<file path="src/rtl/serial_subtract_ctrl.sv">
// serial_subtract_ctrl
//
// Bit-serial subtractor. It computes d = a - b - bin (mod 2^WIDTH) and the
// final borrow bout, LSB first, one bit per clock. A single full-subtractor
// cell and one borrow flop do the arithmetic.
//
// Ports
//   clk    in   single clock, rising edge
//   rst_n  in   asynchronous active-low reset
//   start  in   request a new subtraction (accepted when ready=1)
//   clr    in   synchronous abort, has priority over start
//   a, b   in   WIDTH-bit unsigned minuend / subtrahend
//   bin    in   borrow-in
//   ready  out  start will be accepted on the next edge
//   busy   out  bits are being processed
//   done   out  one-cycle pulse, d/bout just updated
//   d      out  registered difference
//   bout   out  registered final borrow
//
// state | meaning
// IDLE  | waiting for start
// SHIFT | processing one operand bit per clock
// DONE  | result valid (done pulse); start here chains the next operation

module serial_subtract_ctrl #(
    parameter int WIDTH = 8
) (
    input  logic             clk,
    input  logic             rst_n,
    input  logic             start,
    input  logic             clr,
    input  logic [WIDTH-1:0] a,
    input  logic [WIDTH-1:0] b,
    input  logic             bin,
    output logic             ready,
    output logic             busy,
    output logic             done,
    output logic [WIDTH-1:0] d,
    output logic             bout
);

    localparam int CW = $clog2(WIDTH);

    typedef enum logic [1:0] {
        IDLE  = 2'd0,
        SHIFT = 2'd1,
        DONE  = 2'd2
    } state_t;

    state_t           state_q, state_d;
    logic [WIDTH-1:0] a_q, a_d;
    logic [WIDTH-1:0] b_q, b_d;
    logic [WIDTH-1:0] r_q, r_d;
    logic [WIDTH-1:0] dout_q, dout_d;
    logic             bout_q, bout_d;
    logic             bw_q, bw_d;
    logic [CW-1:0]    cnt_q, cnt_d;

    logic             bit_diff;
    logic             bit_borrow;
    logic             last_bit;

    // Full-subtractor cell on the current operand LSBs.
    assign bit_diff   = a_q[0] ^ b_q[0] ^ bw_q;
    assign bit_borrow = (~a_q[0] & b_q[0]) | (~(a_q[0] ^ b_q[0]) & bw_q);
    assign last_bit   = (cnt_q == CW'(WIDTH - 1));

    always_comb begin
        state_d = state_q;
        a_d     = a_q;
        b_d     = b_q;
        r_d     = r_q;
        bw_d    = bw_q;
        cnt_d   = cnt_q;
        dout_d  = dout_q;
        bout_d  = bout_q;

        if (clr) begin
            state_d = IDLE;
            cnt_d   = '0;
            bw_d    = 1'b0;
        end else begin
            case (state_q)
                IDLE, DONE: begin
                    if (start) begin
                        a_d     = a;
                        b_d     = b;
                        bw_d    = bin;
                        cnt_d   = '0;
                        state_d = SHIFT;
                    end else begin
                        state_d = IDLE;
                    end
                end
                SHIFT: begin
                    r_d  = {bit_diff, r_q[WIDTH-1:1]};
                    a_d  = a_q >> 1;
                    b_d  = b_q >> 1;
                    bw_d = bit_borrow;
                    if (last_bit) begin
                        // Hold the counter at its last value rather than letting it wrap.
                        dout_d  = {bit_diff, r_q[WIDTH-1:1]};
                        bout_d  = bit_borrow;
                        state_d = DONE;
                    end else begin
                        cnt_d = cnt_q + CW'(1);
                    end
                end
                default: state_d = IDLE;
            endcase
        end
    end

    always_ff @(posedge clk or negedge rst_n) begin
        if (!rst_n) begin
            state_q <= IDLE;
            a_q     <= '0;
            b_q     <= '0;
            r_q     <= '0;
            dout_q  <= '0;
            bout_q  <= 1'b0;
            bw_q    <= 1'b0;
            cnt_q   <= '0;
        end else begin
            state_q <= state_d;
            a_q     <= a_d;
            b_q     <= b_d;
            r_q     <= r_d;
            dout_q  <= dout_d;
            bout_q  <= bout_d;
            bw_q    <= bw_d;
            cnt_q   <= cnt_d;
        end
    end

    assign busy  = (state_q == SHIFT);
    assign ready = (state_q != SHIFT);
    assign done  = (state_q == DONE);
    assign d     = dout_q;
    assign bout  = bout_q;

endmodule

</file>
<file path="config.mk">
export PLATFORM = sky130hd
export DESIGN_NAME = serial_subtract_ctrl
export DESIGN_NICKNAME = d
export VERILOG_FILES = /design/src/rtl/serial_subtract_ctrl.sv
export SDC_FILE = /design/constraint.sdc
export NUM_CORES = 1
export LEC_CHECK = 0
export ABC_CLOCK_PERIOD_IN_PS = 1870
export BUFFER_PORTS_ARGS = -buffer_cell sky130_fd_sc_hd__buf_2
export CORE_MARGIN = 2
export CORE_UTILIZATION = 45
export CTS_CLUSTER_SIZE = 8
export DETAILED_ROUTE_END_ITERATION = 6
export PLACE_DENSITY = 0.67
export SETUP_SLACK_MARGIN = 0.5
export SYNTH_ARGS = -nofsm -noshare
export SYNTH_HDL_FRONTEND = slang
export SYNTH_SLANG_ARGS = --single-unit
</file>
<file path="constraint.sdc">
create_clock -name clk -period 1.87 [get_ports clk]
set_input_delay 0.2805 -clock clk [delete_from_list [all_inputs] [get_ports clk]]
set_output_delay 0.2805 -clock clk [all_outputs]
set_load 0.05 [all_outputs]
</file>
==> metrics.md <==
| Metric | Value |
|---|---|
| Max-Slew Margin vs Limit | between 60% and 70% |
| Nets | 189 |
| Max FO, Critical Path | 8 |
| Antenna-violating nets left | 0 |
| Cell area after placement | just over 2000 µm² |
| Via Count | about 1.0k |
| Core area | slightly below 4000 µm² |
| Distinct cells, synth | 27 |
| Number of synthesized flops with an enable pin | 0 |
| Largest net degree at the start of global routing | 39 |
| Crit-path slowest cell | dfrtp_1 |
| Count of pins over their slew limit | 0 |
| Commonest non-fill, non-tap cell in the layout | dfrtp_1 |
| H-Tree Depth | 2 |
| Worst-Margin Slew | ~0.47 ns |
| Ys Warns | 0 |
| GRT Overall Usage | 16.0% |
| Vias in the first global route | 1,054 |
| Via/cell ratio | between 4 and 5 |
| Worst-path clk slew | approximately 0.070 ns |
| WL/cell | between 15 and 20 µm |
| Max stage delay on crit path | between 0.4 and 0.5 ns |
| Clock skew | 0.00476 ns |
| Detailed Routing Iterations Pass 1 | 4 |
| Leak | roughly 0.0011 µW |
| Critical path data required time | 2.04 ns |
| FP Rows | 23 |
| Antenna violations before repair | 0 |
| Grt total ovfl | 0 |
| Ratio of cells with drive above 1 in the final layout | approximately three fifths |
| Cell area power density | approximately 950 nW/µm² |
| CTS tree | done |
| Outcome | finished, final reports clean |
| Initial DRC Count | 29 |
| Die ar. | approximately 4600 µm² |
| Clock Latency Late Sink | between 0.2 and 0.3 ns |
| Most frequent cells in the layout | dfrtp_1, buf_2, mux2_4, mux2_2 |
| Num Clock Sinks | 38 |
| Ports | 33 |
| HPWL Detailed | approximately 2200 µm |
| N_diodes | 0 |
| F_max | slightly below 0.7 GHz |
| Num CTS Buffers | 5 |
| Cts hold-fix bufs | 0 |
| Routability Congestion | 0.760 |
| Setup TNS | 0 ns |
| Arr. time, crit path | between 1.5 and 2 ns |
| Post-Route WL | about 3300 µm |
| Cell count after synthesis | between 100 and 150 |
| Die height | just under 70 µm |
| P&R area growth vs syn | 24.1% |
| Cell mode on critical path | mux2_2 |
| Design Area, Final | 2250 µm² |
| Max-cap violations | 0 |
| Starting density of the core | between 40% and 50% |
| Hold crit path type | primary input to async pin |
| Port bufs | 32 |
| Synth async-reset ratio | 100% |
| Post-synthesis sequential area ratio | a little over half |
| Final setup vio count | 0 |
| Seq cells post-synth | 38 |
| Crit path kind | flop to flop |
| Global-route wire length before repair | slightly above 5000 µm |
| DRC viols | 0 |
| Root Buffer | clkbuf_8 |
| Crit start category | flop |
| Syn nets | 144 |
| Final-report hold violation count | 0 |
| CP cell instances | nand2b_4 > inv_8 > mux2_2 > mux2_2 |
| VDD IR max | between 0.4 and 0.5 mV |
| Dominant synthesized flop cell | dfrtp_1 |
| Syn Area/Cell | between 15 and 20 µm² |
| Mapped cell area | approximately 1800 µm² |
| Fin crit share | roughly four fifths |
| RSZ-0062 raised after global routing | yes |
| Setup crit end kind | flop |
| Fin crit period | between 1 and 1.5 ns |
| Clock Tree Buf Depth | 2 |
| Die Width | between 60 and 70 µm |
where the power goes:
group          switching (µW)  total (µW)  internal (µW)
combinational             171         464            292
sequential                115        1110            997
clock                     261         558            297
cell usage after synthesis, types with 2 or more instances:
cell type | n | area share [%]
mux2i_1 | 6 | 3.3
nor2_1 | 2 | 0.41
ha_1 | 2 | 1.4
mux2_4 | 14 | 12
inv_1 | 8 | 1.7
mux2_2 | 20 | 12
dfrtp_1 | 38 | 52
nand2_1 | 2 | 0.41
mux2_1 | 8 | 5.0
buf_6 | 2 | 1.2
o2bb2ai_1 | 2 | 0.97
worst paths after layout:
kind / depth (start not counted) / startpoint / slack (ns) / end
max: 4 / state_q[1] / 0.39 / b_q[1]
max reg2reg: 4 / state_q[1] / 0.39 / b_q[1]
min in group clk: 2 / b[7] / 0.21 / b_q[7]
max in group asynchronous: 2 / rst_n / 1.49 / state_q[0]
min: 2 / rst_n / 0.03 / r_q[1]
min reg2reg: 1 / b_q[4] / 0.51 / b_q[4]
flip-flops by register name, indices dropped and copies added, names as in the netlist:
name     cells
a_q          8
b_q          8
d            8
r_q          7
cnt_q        3
state_q      2
bout         1
bw_q         1
metal layers:
layer,track usage (%),wire length (µm),vias up
met2,25.0,1680,15
met1,21.4,1490,521
met4,6.12,33,0
met5,0,0,-
met3,4.17,126,4
li1,-,-,505
metrics by stage:
| stage | power, µW | std cells | util [%] | worst slack, ns | hold slack, ns |
|---|---|---|---|---|---|
| 3_5_place_dp | 1560 | 200 | 51.9 | 0.159 | 0.358 |
| 5_1_grt | 2250 | 216 | 57.1 | 0.363 | 0.0681 |
| 2_1_floorplan | 1450 | 120 | - | 0.267 | -0.0151 |
| 4_1_cts | 2140 | 215 | 56.7 | 0.409 | 0.0538 |
| 6_report | 2130 | 216 | 57.1 | 0.394 | 0.0319 |
| 3_3_place_gp | 1530 | 200 | 51.9 | 0.240 | 0.345 |
timing repair:
item | in CTS | in global routing
resized for setup | 15 | 3
setup buffers | 5 | 1
pin swaps | 3 | 0
endpoints found under the setup margin | 29 | 35
gates cloned | 2 | 0
final cells by class:
class                           count  area [µm²]
Timing Repair Buffer               41         263
Inverter                            9        41.3
Multi-Input combinational cell     69         833
Fill cell                         319        1690
Clock inverter                      1        5.00
Sequential cell                    38         952
Clock buffer                        7        86.3
Timing Repair inverter              1        8.76
Tap cell                           50        62.6
worst max-delay path: cells and delay by family, from the launching register on:
| family | cells | cell delay [ns] |
|---|---|---|
| flops | 1 | 0.41 |
| simple gates | 1 | 0.23 |
| buf+inv | 1 | 0.12 |
| mux | 2 | 0.61 |
kinds of logic after synthesis:
group	synth area share (%)
and+or+nand+nor	3.65
muxes	32.3
buffers and inverters	5.72
AOI/OAI and AO/OA	3.52
adders and majority gates	2.48
DFF	52.4
Power figures use the tool's default switching activity.
